File: src/rtl/ssd_capture_pkg.sv
// Shared seven-segment definitions: active-low abcdefg hex patterns, blank code
// and capture FSM encoding. The display encoder uses the same constants.
package ssd_capture_pkg;

    localparam logic [6:0] SSD_HEX_0 = 7'b0000001;
    localparam logic [6:0] SSD_HEX_1 = 7'b1001111;
    localparam logic [6:0] SSD_HEX_2 = 7'b0010010;
    localparam logic [6:0] SSD_HEX_3 = 7'b0000110;
    localparam logic [6:0] SSD_HEX_4 = 7'b1001100;
    localparam logic [6:0] SSD_HEX_5 = 7'b0100100;
    localparam logic [6:0] SSD_HEX_6 = 7'b0100000;
    localparam logic [6:0] SSD_HEX_7 = 7'b0001111;
    localparam logic [6:0] SSD_HEX_8 = 7'b0000000;
    localparam logic [6:0] SSD_HEX_9 = 7'b0000100;
    localparam logic [6:0] SSD_HEX_A = 7'b0001000;
    localparam logic [6:0] SSD_HEX_B = 7'b1100000;
    localparam logic [6:0] SSD_HEX_C = 7'b0110001;
    localparam logic [6:0] SSD_HEX_D = 7'b1000010;
    localparam logic [6:0] SSD_HEX_E = 7'b0110000;
    localparam logic [6:0] SSD_HEX_F = 7'b0111000;
    localparam logic [6:0] SSD_BLANK = 7'b1111111;

    typedef enum logic [1:0] {
        IDLE     = 2'd0,
        SETTLING = 2'd1,
        HELD     = 2'd2
    } cap_state_t;

    function automatic logic is_onehot4(input logic [3:0] v);
        return (v != 4'b0000) && ((v & (v - 4'd1)) == 4'b0000);
    endfunction

endpackage

File: src/rtl/ssd_decode.sv
// Inverse of the hex encoder: maps an active-low abcdefg pattern back to its
// 4-bit value; legal is low for any pattern the encoder never produces.
module ssd_decode
    import ssd_capture_pkg::*;
(
    input  logic [6:0] seg,
    output logic [3:0] value,
    output logic       legal
);

    always_comb begin
        // NOTE: every output gets a default before the case so no path leaves it unassigned (no latch).
        value = 4'h0;
        legal = 1'b1;
        case (seg)
            SSD_HEX_0: value = 4'h0;
            SSD_HEX_1: value = 4'h1;
            SSD_HEX_2: value = 4'h2;
            SSD_HEX_3: value = 4'h3;
            SSD_HEX_4: value = 4'h4;
            SSD_HEX_5: value = 4'h5;
            SSD_HEX_6: value = 4'h6;
            SSD_HEX_7: value = 4'h7;
            SSD_HEX_8: value = 4'h8;
            SSD_HEX_9: value = 4'h9;
            SSD_HEX_A: value = 4'hA;
            SSD_HEX_B: value = 4'hB;
            SSD_HEX_C: value = 4'hC;
            SSD_HEX_D: value = 4'hD;
            SSD_HEX_E: value = 4'hE;
            SSD_HEX_F: value = 4'hF;
            default:   legal = 1'b0;
        endcase
    end

endmodule

File: src/rtl/ssd_capture.sv
// Receive side of the multiplexed seven-segment interface: samples anode and
// segment lines, waits for a stable pattern, and rebuilds the four hex digits.
module ssd_capture
    import ssd_capture_pkg::*;
#(
    parameter int unsigned SETTLE    = 4,
    parameter int unsigned TIMEOUT_W = 20
) (
    input  logic       clk,
    input  logic       rst,
    input  logic       a,
    input  logic       b,
    input  logic       c,
    input  logic       d,
    input  logic       e,
    input  logic       f,
    input  logic       g,
    input  logic       an0,
    input  logic       an1,
    input  logic       an2,
    input  logic       an3,
    output logic [3:0] digit0,
    output logic [3:0] digit1,
    output logic [3:0] digit2,
    output logic [3:0] digit3,
    output logic [3:0] valid,
    output logic [3:0] blank,
    output logic [3:0] seg_err,
    output logic       anode_err,
    output logic       frame_done,
    output logic       stale
);

    localparam int unsigned           CNT_W     = $clog2(SETTLE + 1);
    localparam logic [CNT_W-1:0]      SETTLE_C  = CNT_W'(SETTLE);
    localparam logic [TIMEOUT_W-1:0]  STALL_MAX = '1;
    localparam logic [TIMEOUT_W-1:0]  STALL_PRE = STALL_MAX - 1'b1;

    logic [10:0]          samp, samp_d;
    logic [CNT_W-1:0]     stab_cnt, stab_eff;
    logic [TIMEOUT_W-1:0] stall_cnt;
    cap_state_t           state, state_next;
    logic [3:0]           seen, seen_next, cap_bit;
    logic [3:0]           digit_q [4];
    logic [3:0]           dec_value;
    logic                 dec_legal;
    logic                 changed, an_changed, settled, do_capture, stale_rise;

    wire [3:0] anodes = samp[10:7];
    wire [6:0] seg    = samp[6:0];

    assign changed    = (samp != samp_d);
    assign an_changed = (samp[10:7] != samp_d[10:7]);

    // stab_eff counts cycles samp has held its value, including the current one.
    assign stab_eff = changed             ? CNT_W'(1) :
                      (stab_cnt == SETTLE_C) ? SETTLE_C : stab_cnt + 1'b1;
    assign settled  = (stab_eff == SETTLE_C);

    ssd_decode u_decode (
        .seg   (seg),
        .value (dec_value),
        .legal (dec_legal)
    );

    always_comb begin
        state_next = state;
        do_capture = 1'b0;
        case (state)
            IDLE: begin
                if (anodes != 4'b0000) begin
                    do_capture = settled;
                    state_next = settled ? HELD : SETTLING;
                end
            end
            SETTLING: begin
                if (anodes == 4'b0000) begin
                    state_next = IDLE;
                end else if (settled) begin
                    do_capture = 1'b1;
                    state_next = HELD;
                end
            end
            HELD: begin
                if (changed) begin
                    if (anodes == 4'b0000) begin
                        state_next = IDLE;
                    end else begin
                        do_capture = settled;
                        state_next = settled ? HELD : SETTLING;
                    end
                end
            end
            default: state_next = IDLE;
        endcase
    end

    assign cap_bit    = (do_capture && is_onehot4(anodes)) ? anodes : 4'b0000;
    // A completed frame restarts the mask, keeping any capture landing that same cycle.
    assign seen_next  = ((seen == 4'b1111) ? 4'b0000 : seen) | cap_bit;
    assign stale_rise = !an_changed && (stall_cnt == STALL_PRE);
    assign stale      = (stall_cnt == STALL_MAX);

    always_ff @(posedge clk) begin
        // NOTE: sequential state uses non-blocking assignments so every register samples pre-edge values.
        if (rst) begin
            // NOTE: the digit storage is cleared by reset as well, so outputs read 0 after reset.
            samp       <= '0;
            samp_d     <= '0;
            stab_cnt   <= '0;
            stall_cnt  <= '0;
            state      <= IDLE;
            seen       <= '0;
            valid      <= '0;
            blank      <= '0;
            seg_err    <= '0;
            anode_err  <= 1'b0;
            frame_done <= 1'b0;
            for (int i = 0; i < 4; i++) digit_q[i] <= '0;
        end else begin
            samp       <= {an3, an2, an1, an0, a, b, c, d, e, f, g};
            samp_d     <= samp;
            stab_cnt   <= stab_eff;
            state      <= state_next;
            seen       <= seen_next;
            anode_err  <= do_capture && !is_onehot4(anodes);
            frame_done <= (seen_next == 4'b1111);

            if (an_changed)     stall_cnt <= '0;
            else if (!stale)    stall_cnt <= stall_cnt + 1'b1;

            if (stale_rise) valid <= 4'b0000;

            for (int i = 0; i < 4; i++) begin
                if (cap_bit[i]) begin
                    if (seg == SSD_BLANK) begin
                        blank[i]   <= 1'b1;
                        valid[i]   <= 1'b0;
                        seg_err[i] <= 1'b0;
                    end else if (dec_legal) begin
                        digit_q[i] <= dec_value;
                        valid[i]   <= 1'b1;
                        blank[i]   <= 1'b0;
                        seg_err[i] <= 1'b0;
                    end else begin
                        seg_err[i] <= 1'b1;
                        valid[i]   <= 1'b0;
                        blank[i]   <= 1'b0;
                    end
                end
            end
        end
    end

    assign digit0 = digit_q[0];
    assign digit1 = digit_q[1];
    assign digit2 = digit_q[2];
    assign digit3 = digit_q[3];

endmodule

File: config.mk
export PLATFORM = sky130hd
export DESIGN_NAME = ssd_capture
export DESIGN_NICKNAME = d
export VERILOG_FILES = /design/src/rtl/ssd_capture_pkg.sv /design/src/rtl/ssd_decode.sv /design/src/rtl/ssd_capture.sv
export SDC_FILE = /design/constraint.sdc
export NUM_CORES = 1
export LEC_CHECK = 0
export ABC_AREA = 1
export ABC_CLOCK_PERIOD_IN_PS = 2900
export CELL_PAD_IN_SITES_DETAIL_PLACEMENT = 0
export CELL_PAD_IN_SITES_GLOBAL_PLACEMENT = 2
export CORE_MARGIN = 3
export CORE_UTILIZATION = 34
export CTS_CLUSTER_DIAMETER = 80
export DETAILED_ROUTE_END_ITERATION = 7
export PLACE_DENSITY_LB_ADDON = 0.12
export SETUP_SLACK_MARGIN = 0.3
export SLEW_MARGIN = 20
export SYNTH_ARGS = -nofsm -noshare
export SYNTH_HDL_FRONTEND = slang
export SYNTH_SLANG_ARGS = --single-unit
File: constraint.sdc
create_clock -name clk -period 2.9 [get_ports clk]
set_input_delay 0.87 -clock clk [delete_from_list [all_inputs] [get_ports clk]]
set_output_delay 0.87 -clock clk [all_outputs]
set_load 0.01 [all_outputs]
# After elaboration in Yosys (flattened, before gate mapping)
# Memories as Yosys holds them, arrays and structs flattened.
# Cells that the tools add are included.
dict set report op_classes {
  addsub 3
  n_eq_ne 29
  muxes 47
  bitwise_logic 6
  n_reduce_logical 18
}
# cell n
set ops {}
lappend ops {{$pmux W4 S15} 1}
lappend ops {{$eq A20 B20 Y1 const B} 2}
lappend ops {{$eq A7 B6 Y1 const B} 5}
lappend ops {{$eq A7 B7 Y1 const B} 5}
lappend ops {{$mux W1} 29}
lappend ops {{$mux W4} 7}
lappend ops {{$add A20 B1 Y20 const B} 1}
lappend ops {{$reduce_or A16 Y1} 1}
lappend ops {{$eq A7 B3 Y1 const B} 2}
lappend ops {{$eq A7 B4 Y1 const B} 2}
lappend ops {{$mux W2} 6}
lappend ops {{$ne A11 B11 Y1} 1}
lappend ops {{$eq A4 B4 Y1 const B} 2}
lappend ops {{$logic_not A4 Y1} 2}
lappend ops {{$reduce_bool A2 Y1} 4}
lappend ops {{$eq A7 B1 Y1 const B} 1}
lappend ops {{$eq A7 B5 Y1 const B} 1}
lappend ops {{$logic_not A7 Y1} 1}
lappend ops {{$eq A3 B3 Y1 const B} 2}
lappend ops {{$mux W3} 2}
lappend ops {{$pmux W2 S3} 1}
lappend ops {{$and A4 B4 Y4} 1}
lappend ops {{$logic_and A1 B1 Y1} 4}
lappend ops {{$ne A2 B2 Y1 const B} 2}
lappend ops {{14 further kinds} 18}
dict set report totals {
  ff_bits 65
  mem_bits_rw 16
  inputBits 13
  out_inout_bits 31
  wordCells 124
  memories 1
}
# name depth word_bits rd rd_ports_with_merged_regs write_ports line
set mem_list {}
lappend mem_list {digit_q 4 4 4 0 4 ssd_capture.sv:44} ;# logic [3:0] digit_q [4];

# Depth between registers and ports, before layout
# Gate-level depths: netlist of run 1.
dict set report depth {
  ltp_word 13
  ltp_mapped 14
  mapped_depth_nobuf 14
}

# By module
# From an unflattened synthesis of run 1, not the netlist that was laid out.
dict set report unflattened {
  hier_cells 518
  area_unflattened_um2 3768.6
}
# mod instances cells_each area_each_um2 seq_area_each_um2
set by_module_without_submodules {}
lappend by_module_without_submodules {ssd_capture 1 442 3453.3 1781.7}
lappend by_module_without_submodules {ssd_decode 1 76 315.3 0.0}

# Worst setup path after synthesis of run 1
# Ideal clock, no wire load.
dict set report synth_timing {
  path_kind {input -> register}
  from {in rst}
  to {mem digit_q[0][0] (enable)}
  setup_time_ps 308
  arrival_time_ps 1754
  t_required_ps 2592
  slack_ps 838
  cell_stages 4
  path_buffers 2
  path_cell_list {clkbuf_1 -> clkinv_1 -> clkbuf_1 -> nand2_1}
}
# item line
set synth_lines {}
lappend synth_lines {{start: declaration} ssd_capture.sv:10} ;# input logic rst,
lappend synth_lines {{end: declaration} ssd_capture.sv:44}

# Worst setup path in the final report of run 1
dict set report layout_timing {
  from {reg stall_cnt[12]}
  to {out stale}
}
dict set report layout_between {
  elab_chain_cells 1
}
# item line
set layout_rtl {}
lappend layout_rtl {{start: declaration} ssd_capture.sv:41} ;# logic [TIMEOUT_W-1:0] stall_cnt;
lappend layout_rtl {{start signal: assignment} ssd_capture.sv:130} ;# else if (!stale) stall_cnt <= stall_cnt + 1'b1;
lappend layout_rtl {{$eq A20 B20 Y1} ssd_capture.sv:102} ;# assign stale = (stall_cnt == STALL_MAX);
lappend layout_rtl {{end: declaration} ssd_capture.sv:31} ;# output logic stale
# No other way between the ends.

==> metrics.csv, run 1 <==
stage,metric,value,unit
floorplan,initial_core_util,35.3,%
timing,min_period_over_period,84.4,%
global_routing,overflow,0,
worst_setup_path,setup.worst_path.end,stale,
synth,netlist_area,3690,um^2
finish,drive_gt1_share,8.63,%
timing,slew_headroom,46.0,%
synth,synth_ff_type,dfxtp_1,
drt,vias,3166,
drt,drtAntennaViolNets,0,
worst_setup_path,cp_top_family,simple AND/OR/NAND/NOR gates,
synth,netlist_instances,499,
worst_setup_path,end_kind,output pin,
finish,n_antenna_cell,0,
worst_setup_path,startpoint,stall_cnt[12]$_SDFFE_PP0N_,
global_routing,use_met2,23.5,%
floorplan,fp-row-count,37,
drt,wl_per_cell,12.6,um
finish,final_cell_mix,"nand2_1 (102), nor2_1 (94), inv_1 (74)",
timing,tightest_slew,0.803,ns
timing,fin_setup_tns,0,ns
global_routing,use_met3,4.78,%
global_routing,antenna_found_initial,0,
global_routing,grt_pass1_vias,3092,
cts,cts_max_level,3,
synth,syn_nets,516,
worst_setup_path,r2r-end,digit_q[1][3]$_SDFFCE_PN0P_,
drt,drc_errors,0,
placement,portBuffers,43,
worst_setup_path,r2r_cells,12,
worst_hold_path,min_path_type,reg2reg,
finish,final_common_cell,nand2_1,
timing,finClkSkew,0.0159,ns
drt,drt-initial-drc-count,165,
timing,setup_viol,0,
floorplan,dieArea,12100,um^2
drt,post_drt_via_cell_ratio,4.58,
power,ir_drop,0.202,mV
cts,clk_pin_slew_worst_paths,0.08,ns
timing,rsz0062_at_grt,no,
worst_setup_path,crit_required,2.03,ns
synth,synthArstFlopShare,0,%
worst_setup_path,r2r_slack,0.58,ns
global_routing,track_usage,15.7,%
worst_setup_path,crit_cells,5,
finish,seqCellArea,1780,um^2
placement,dp_hpwl,6650,um
cts,insertion_delay,0.36,ns
power,p_per_area,467,nW/um^2
drt,drt-pass1-iter-count,5,
worst_setup_path,r2r_start,samp[0]$_SDFF_PP0_,
job,maxCapViolations,0,
timing,drv_slew,0,
placement,dpl-instance-area,4300,um^2
global_routing,grt_max_degree,27,
synth,ys.warnings.count,0,
timing,period_minus_slack,2.45,ns
synth,syn-mean-instance-area,7.40,um^2
synth,synth-edff-count,16,
worst_setup_path,critPathSlowestCell,dfxtp_1,
cts,root_buffer,clkbuf_8,
cts,cts_tree,built,
floorplan,dieWidth,110,um
floorplan,io_pins,44,
worst_setup_path,critPathMaxStageDelay,0.36,ns
finish,nFillCells,1138,
worst_setup_path,crit_fanout,4,
synth,yosysSeqAreaShare,48.3,%
finish,finalInstanceArea,4480,um^2
worst_setup_path,cp-start-kind,register,
worst_setup_path,arrival,1.58,ns
synth,ys_types,29,
cts,cts_buffer_depth,2,
worst_setup_path,worst-path-buf-inv,1,
timing,worst_hold_slack,0.445,ns
finish,multi_input_area,1580,um^2
global_routing,met1_usage,22.0,%
worst_setup_path,worstPathCellList,nand2_1 -> nor2_1 -> nand2_1 -> nor3_2 -> clkbuf_2,
cts,clock_sinks,81,
worst_setup_path,criticalPathCategory,reg2out,
floorplan,die_y,110,um
timing,fmax,408,MHz
synth,ys_ff_latch,81,
cts,cts-buffers-inserted,9,
worst_setup_path,crit_top_cell,nand2_1,
global_routing,grt_pass1_wl,14700,um
global_routing,busiest_layer,met2,
placement,routabilityCongestion,0.860,
finish,final_nets,569,
drt,routed_wl,8710,um
power,p_leak,1.90,nW
floorplan,coreArea,10500,um^2
timing,hold_violations,0,
finish,area_growth,21.3,%
worst_hold_path,whs_path_depth,1,
outcome,outcome,"finished, final reports clean",
-- cell usage after synthesis (4+ instances only) --
cell | instances | area, um^2
nor3_1 | 14 | 70.1
a31oi_1 | 4 | 25.0
edfxtp_1 | 16 | 480
nand3_2 | 4 | 40.0
xor2_1 | 6 | 52.6
nand4_1 | 15 | 93.8
nand3_1 | 29 | 145
a21oi_1 | 14 | 70.1
clkbuf_1 | 4 | 15.0
inv_1 | 74 | 278
dfxtp_1 | 65 | 1300
nor2_1 | 94 | 353
xnor2_1 | 7 | 61.3
inv_2 | 8 | 30.0
nand2_1 | 102 | 383
nor2_2 | 4 | 25.0
ha_1 | 4 | 50.1
o21ai_0 | 19 | 95.1
-- per-stage QoR --
stage               setup slack [ns]  util (%)  total power, mW  std cells
floorplan                      0.838         -             1.32        499
global placement               0.492      41.1             1.39        676
detailed placement             0.431      41.1             1.39        676
CTS                            0.305      42.7             2.12        691
global route                   0.305      42.8             2.19        692
finish                         0.451      42.8             2.09        692
-- area by class of cell --
class                      count  share of cell area, %
multi-input combinational    328                   35.2
timing repair buffer          49                   10.5
sequential                    81                   39.8
clock buffer                  10                   3.07
clock inverter                 5                  0.698
tap                          136                   3.80
inverter                      83                   6.95
-- sequential cells by signal, indices dropped and copies added, names as in the netlist --
| signal | flops |
|---|---|
| digit_q | 16 |
| frame_done | 1 |
| stab_cnt | 3 |
| blank | 4 |
| valid | 4 |
| samp | 11 |
| anode_err | 1 |
| seg_err | 4 |
| seen | 4 |
| state | 2 |
| samp_d | 11 |
| stall_cnt | 20 |
-- worst min path at each step --
stage | end | slack (ns) | from
6_report | stall_cnt[2]$_SDFFE_PP0N_ | 0.44 | stall_cnt[2]$_SDFFE_PP0N_
5_1_grt | stall_cnt[2]$_SDFFE_PP0N_ | 0.47 | stall_cnt[2]$_SDFFE_PP0N_
3_3_place_gp | stall_cnt[2]$_SDFFE_PP0N_ | 0.46 | stall_cnt[2]$_SDFFE_PP0N_
2_1_floorplan | stall_cnt[2]$_SDFFE_PP0N_ | 0.44 | stall_cnt[2]$_SDFFE_PP0N_
4_1_cts | stall_cnt[2]$_SDFFE_PP0N_ | 0.49 | stall_cnt[2]$_SDFFE_PP0N_
3_5_place_dp | stall_cnt[2]$_SDFFE_PP0N_ | 0.47 | stall_cnt[2]$_SDFFE_PP0N_
-- power breakdown --
| group | total [mW] | internal (mW) | switching [mW] |
|---|---|---|---|
| Combinational | 0.170 | 0.0637 | 0.107 |
| Clock | 0.731 | 0.327 | 0.404 |
| Sequential | 1.19 | 1.17 | 0.0199 |
| Total | 2.09 | 1.56 | 0.531 |
-- layer usage --
metal	wire length (um)	vias to the layer above	share of wire [%]
met5	0	-	0
met4	101	0	1.2
met3	399	7	4.6
met2	3620	66	42
met1	4590	1417	53
li1	-	1676	-
-- cell families (layout without fill, tap and decap cells) --
kind of cell / Yosys count / in the layout / share of synthesized area [%]
AOI/OAI and AO/OA: 39 / 39 / 5.56
buffers and inverters: 90 / 147 / 9.18
xor gates and xnor gates: 13 / 13 / 3.08
and+or+nand+nor: 272 / 272 / 32.6
DFF: 81 / 81 / 48.3
adders and majority gates: 4 / 4 / 1.36
-- repair_timing --
action                                  CTS  global route
pin swaps                                 0             1
gates resized for setup                   1             4
hold buffers                              0             0
endpoints found under the setup margin    1             1
setup buffers                             0             1
hold endpoints to repair                  0             0
No activity file was read; power rests on OpenSTA's default activity.
==> inputs of run 2 (changes only) <==
--- a/config.mk
+++ b/config.mk
@@ -6,11 +6,11 @@
 export NUM_CORES = 1
 export LEC_CHECK = 0
 export ABC_AREA = 1
-export ABC_CLOCK_PERIOD_IN_PS = 2900
+export ABC_CLOCK_PERIOD_IN_PS = 2400
 export CELL_PAD_IN_SITES_DETAIL_PLACEMENT = 0
 export CELL_PAD_IN_SITES_GLOBAL_PLACEMENT = 2
 export CORE_MARGIN = 3
-export CORE_UTILIZATION = 34
+export CORE_UTILIZATION = 32
 export CTS_CLUSTER_DIAMETER = 80
 export DETAILED_ROUTE_END_ITERATION = 7
 export PLACE_DENSITY_LB_ADDON = 0.12
==> constraint.sdc (replaced) <==
create_clock -name clk -period 2.4 [get_ports clk]
set_input_delay 0.72 -clock clk [delete_from_list [all_inputs] [get_ports clk]]
set_output_delay 0.72 -clock clk [all_outputs]
set_load 0.01 [all_outputs]
==> metrics.csv, run 2 (synthesis results as in run 1) <==
stage,metric,value,unit,change
finish,finalInstanceArea,5020,um^2,+12%
cts,clk_pin_slew_worst_paths,0.06,ns,-0.02 ns
worst_setup_path,end_kind,output pin,,
worst_setup_path,worstPathCellList,nand3_2 -> nor2_2 -> nand2_2 -> nor3_4 -> buf_2,,
cts,cts-buffers-inserted,9,,unchanged
power,p_per_area,592,nW/um^2,+27%
timing,worst_slack,0.291,ns,-0.160 ns
floorplan,dieWidth,113,um,+2.9%
floorplan,fp-row-count,38,,+2.7%
timing,fin_setup_tns,0,ns,unchanged
cts,clock_sinks,81,,unchanged
timing,rsz0062_at_grt,yes,,
drt,vias,3299,,+4.2%
placement,dpl-instance-area,4370,um^2,+1.5%
finish,n_antenna_cell,0,,unchanged
worst_setup_path,crit_required,1.68,ns,-0.35 ns
timing,worst_hold_slack,0.486,ns,+0.0407 ns
timing,slew_headroom,65.1,%,+19 points
power,fin_total_pwr,2.97,mW,+42%
global_routing,antenna_found_initial,0,,unchanged
timing,drv_slew,0,,unchanged
drt,post_drt_via_cell_ratio,4.58,,+0.15%
power,power_switching_share,23.8,%,-1.6 points
power,p_clk_share,43.1,%,+8.2 points
finish,drive_gt1_share,22.1,%,+13 points
global_routing,track_usage,14.9,%,-0.83 points
power,ir_drop,0.252,mV,+25%
cts,cts_hold_buf,0,,unchanged
drt,routed_wl,9210,um,+5.7%
worst_setup_path,critPathMaxStageDelay,0.36,ns,about the same
finish,seqCellArea,1820,um^2,+2.2%
cts,root_buffer,clkbuf_16,,
floorplan,die_y,113,um,+2.9%
power,p_sw,0.707,mW,+33%
worst_setup_path,crit_fanout,4,,unchanged
cts,cts_max_level,3,,unchanged
floorplan,dieArea,12900,um^2,+5.9%
timing,finClkSkew,0.00446,ns,-0.0115 ns
timing,fmax,474,MHz,
power,p_int,2.27,mW,+45%
cts,insertion_delay,0.33,ns,-0.03 ns
placement,routabilityCongestion,0.829,,-3.7%
global_routing,grt_max_degree,27,,unchanged
worst_setup_path,critPathSlowestCell,dfxtp_1,,
finish,area_growth,36.1,%,
finish,multi_input_area,1780,um^2,+13%
timing,min_period_over_period,87.9,%,
finish,nFillCells,1128,,-0.88%
timing,setup_viol,0,,unchanged
job,maxCapViolations,0,,unchanged
placement,dp_hpwl,6730,um,+1.3%
timing,tightest_slew,0.519,ns,-0.284 ns
worst_setup_path,r2r_slack,0.39,ns,-0.19 ns
drt,drt-pass1-iter-count,4,,-1
power,combPwrFrac,8.6,%,+0.5 points
power,seqPwrFrac,48.3,%,-8.6 points
drt,drt-initial-drc-count,131,,-21%
drt,drtAntennaViolNets,0,,unchanged
worst_setup_path,cp_top_family,simple AND/OR/NAND/NOR gates,,
finish,regMostFlops,stall_cnt,,
worst_setup_path,arrival,1.39,ns,-0.19 ns
drt,drc_errors,0,,unchanged
floorplan,coreArea,11100,um^2,+5.9%
finish,largestRegisters,"stall_cnt: 20 flops, digit_q: 16 flops",,
finish,final_cell_mix,"nand2_1 (86), nor2_1 (83), inv_1 (70)",,
outcome,outcome,"finished, final reports clean",,
cts,cts_tree,built,,
placement,dp_slack,0.0872,ns,-0.344 ns
finish,final_nets,592,,+4.0%
finish,largest_reg_flops,20,,unchanged
worst_hold_path,min_path_type,reg2reg,,
timing,hold_violations,0,,unchanged
worst_setup_path,worst-path-buf-inv,1,,unchanged
floorplan,initial_core_util,33.3,%,-2.0 points
drt,wl_per_cell,12.8,um,+1.6%
worst_setup_path,cp-start-kind,register,,
global_routing,overflow,0,,unchanged
global_routing,grt_pass1_wl,15100,um,+2.7%
cts,cts_buffer_depth,2,,unchanged
timing,period_minus_slack,2.11,ns,
floorplan,io_pins,44,,unchanged
finish,final_common_cell,nand2_1,,
power,p_leak,2.13,nW,+12%
placement,portBuffers,43,,unchanged
global_routing,grt_pass1_vias,3010,,-2.7%
worst_setup_path,criticalPathCategory,reg2out,,
-- run 2: changes by cell type in the layout (fill, tap and decap cells not counted), sizes merged --
cell      previous run  this run
clkbuf              11        13
inv                 83        82
clkinvlp             2         1
buf                  6        30
-- run 2: what timing repair did --
item	CTS	global route
setup buffers	3	13
cloned	0	0
gates resized for setup	20	71
pin swaps	2	18
setup endpoints to repair	25	48
-- run 2: power groups by stage --
stage / logic, mW / registers, mW / clock network, mW
floorplan: 0.126 / 1.47 / 0
global placement: 0.217 / 1.47 / 0
detailed placement: 0.217 / 1.47 / 0
CTS: 0.220 / 1.44 / 1.32
global route: 0.285 / 1.44 / 1.38
finish: 0.255 / 1.44 / 1.28
-- run 2: worst paths after layout --
path                                   start                     endpoint  depth (start not counted)
hold / removal     stall_cnt[3]$_SDFFE_PP0N_    stall_cnt[3]$_SDFFE_PP0N_                          2
hold reg to reg    stall_cnt[3]$_SDFFE_PP0N_    stall_cnt[3]$_SDFFE_PP0N_                          2
setup reg to reg          samp[3]$_SDFF_PP0_  digit_q[0][2]$_SDFFCE_PN0P_                         11
setup / recovery  stall_cnt[10]$_SDFFE_PP0N_                        stale                          5
-- run 2: metrics by stage --
stage / util, % / std cells
after floorplan: - / 499
after global placement: 39.4 / 688
after detailed placement: 39.4 / 688
after CTS: 42.5 / 707
after global routing: 45.3 / 720
final: 45.3 / 720
-- run 2: tightest hold or removal path, delay by kind of cell (launching register included) --
| family | cells | cell delay (ns) |
|---|---|---|
| flops | 1 | 0.32 |
| compound gates | 2 | 0.12 |
-- run 2: per-layer routing --
layer | GRT usage [%] | vias to the layer above | routed length (um)
met5 | 0 | - | 0
met4 | 6.89 | 0 | 193
met3 | 2.65 | 15 | 433
met2 | 21.6 | 75 | 3900
met1 | 21.5 | 1475 | 4690
li1 | - | 1734 | -
-- run 2: final cells by class --
cell class,instances,share of cell area (%)
sequential,81,36.3
multi-input combinational,328,35.5
timing repair buffer,72,12.8
inverter,83,6.48
clock buffer,13,5.18
tap,140,3.49
clock inverter,3,0.299
==> inputs of run 3 (changes only) <==
--- a/config.mk
+++ b/config.mk
@@ -19,3 +19,4 @@
 export SYNTH_ARGS = -nofsm -noshare
 export SYNTH_HDL_FRONTEND = slang
 export SYNTH_SLANG_ARGS = --single-unit
+export TNS_END_PERCENT = 20
==> metrics.csv, run 3 (synthesis results as in run 1) <==
stage,metric,value,unit,change
outcome,outcome,"finished, final reports clean",,
cts,clock_sinks,81,,unchanged
global_routing,overflow,0,,unchanged
power,p_clk_share,43.2,%,about the same
timing,fin_setup_tns,0,ns,unchanged
worst_setup_path,crit_fanout,4,,unchanged
cts,cts_max_level,3,,unchanged
finish,seqCellArea,1820,um^2,unchanged
finish,regMostFlops,stall_cnt,,
timing,rsz0062_at_grt,yes,,
timing,tightest_slew,0.519,ns,+0.0000151 ns
job,maxCapViolations,0,,unchanged
global_routing,track_usage,14.9,%,unchanged
finish,largestRegisters,"stall_cnt: 20 flops, digit_q: 16 flops",,
floorplan,io_pins,44,,unchanged
cts,cts_tree,built,,
timing,worst_hold_slack,0.486,ns,-0.00000700 ns
cts,cts-buffers-inserted,9,,unchanged
floorplan,die_y,113,um,unchanged
finish,multi_input_area,1730,um^2,-2.7%
placement,dp.cells,688,,unchanged
finish,final_nets,591,,-0.17%
timing,drv_slew,0,,unchanged
power,p_leak,2.12,nW,-0.46%
drt,routed_wl,9180,um,-0.34%
worst_setup_path,criticalPathCategory,reg2out,,
global_routing,grt_pass1_vias,3010,,unchanged
timing,period_minus_slack,2.11,ns,-0.000240 ns
finish,area_growth,34.4,%,
finish,n_antenna_cell,0,,unchanged
finish,nFillCells,1136,,+0.71%
placement,dpl-instance-area,4370,um^2,unchanged
drt,drtAntennaViolNets,0,,unchanged
global_routing,grt_pass1_wl,15100,um,unchanged
floorplan,initial_core_util,33.3,%,unchanged
timing,finClkSkew,0.00635,ns,+0.00189 ns
drt,post_drt_via_cell_ratio,4.56,,-0.41%
drt,vias,3281,,-0.55%
floorplan,dieWidth,113,um,unchanged
power,p_int,2.26,mW,about the same
floorplan,fp-row-count,38,,unchanged
finish,final_cells,719,,-0.14%
power,p_per_area,597,nW/um^2,+0.95%
placement,dp_hpwl,6730,um,unchanged
global_routing,grt_max_degree,27,,unchanged
cts,insertion_delay,0.33,ns,about the same
drt,drc_errors,0,,unchanged
timing,setup_viol,0,,unchanged
timing,min_period_over_period,87.9,%,about the same
finish,final_common_cell,nand2_1,,
finish,largest_reg_flops,20,,unchanged
power,seqPwrFrac,48.4,%,about the same
finish,drive_gt1_share,21.2,%,-0.83 points
finish,utilization,44.8,%,-0.54 points
drt,drt-initial-drc-count,135,,+3.1%
power,ir_drop,0.236,mV,-6.4%
finish,final_cell_mix,"nand2_1 (86), nor2_1 (83), inv_1 (71)",,
worst_hold_path,min_path_type,reg2reg,,
global_routing,met1_usage,21.5,%,unchanged
placement,portBuffers,43,,unchanged
cts,cts_buffer_depth,2,,unchanged
floorplan,dieArea,12900,um^2,unchanged
timing,fmax,474,MHz,about the same
global_routing,busiest_layer,met2,,
worst_setup_path,arrival,1.39,ns,about the same
placement,routabilityCongestion,0.829,,unchanged
timing,slew_headroom,65.1,%,about the same
floorplan,coreArea,11100,um^2,unchanged
global_routing,use_met2,21.6,%,unchanged
global_routing,antenna_found_initial,0,,unchanged
drt,drt-pass1-iter-count,4,,unchanged
power,p_sw,0.701,mW,-0.96%
power,power_switching_share,23.6,%,-0.17 points
worst_setup_path,crit_required,1.68,ns,about the same
cts,clk_pin_slew_worst_paths,0.06,ns,about the same
worst_setup_path,cp-start-kind,register,,
cts,root_buffer,clkbuf_16,,
power,combPwrFrac,8.4,%,-0.2 points
finish,finalInstanceArea,4960,um^2,-1.2%
worst_setup_path,end_kind,output pin,,
timing,hold_violations,0,,unchanged
drt,wl_per_cell,12.8,um,-0.20%
global_routing,use_met3,2.65,%,unchanged
## run 3: final timing paths
check,from,endpoint,slack [ns],depth (start not counted)
worst max-delay path,stall_cnt[10]$_SDFFE_PP0N_,stale,0.29,5
worst min-delay path,stall_cnt[3]$_SDFFE_PP0N_,stall_cnt[3]$_SDFFE_PP0N_,0.49,2
worst max register to register,samp[5]$_SDFF_PP0_,digit_q[3][1]$_SDFFCE_PN0P_,0.41,14
worst min register to register,stall_cnt[3]$_SDFFE_PP0N_,stall_cnt[3]$_SDFFE_PP0N_,0.49,2
## run 3: cell type report
class,count,share of cell area [%]
Tap cell,140,3.53
Clock buffer,13,5.24
Inverter,83,6.48
Clock inverter,3,0.302
Sequential cell,81,36.7
Timing Repair Buffer,71,12.8
Multi-Input combinational cell,328,34.9
## run 3: metal layers
metal	routed length, um	part of all wire, %	up-vias
li1	-	-	1731
met1	4780	52	1462
met2	3820	42	75
met3	387	4.2	13
met4	184	2.0	0
met5	0	0	-
## run 3: through the flow
| stage | total power, mW | setup slack, ns |
|---|---|---|
| after floorplan | 1.60 | 0.488 |
| after global placement | 1.69 | 0.123 |
| final | 2.96 | 0.291 |
| after detailed placement | 1.69 | 0.0872 |
| after CTS | 2.98 | 0.254 |
| after global routing | 3.10 | 0.220 |
## run 3: critical path: stages, from the launching register on
cell and delay, ns:
dfxtp_1 0.36, nand3_2 0.10, nor2_2 0.12, nand2_2 0.09, nor3_4 0.22, buf_2 0.16
## run 3: repair_timing
item / CTS / global route
buffers inserted: 3 / 12
setup endpoints to repair: 25 / 48
hold buffers: 0 / 0
resized for setup: 20 / 61
pin swaps: 2 / 16
## run 3: power groups by stage
stage	clock, mW	sequential, mW	combinational, mW
4_1_cts	1.32	1.44	0.220
6_report	1.28	1.44	0.249
5_1_grt	1.38	1.44	0.280
3_5_place_dp	0	1.47	0.217
3_3_place_gp	0	1.47	0.217
2_1_floorplan	0	1.47	0.126
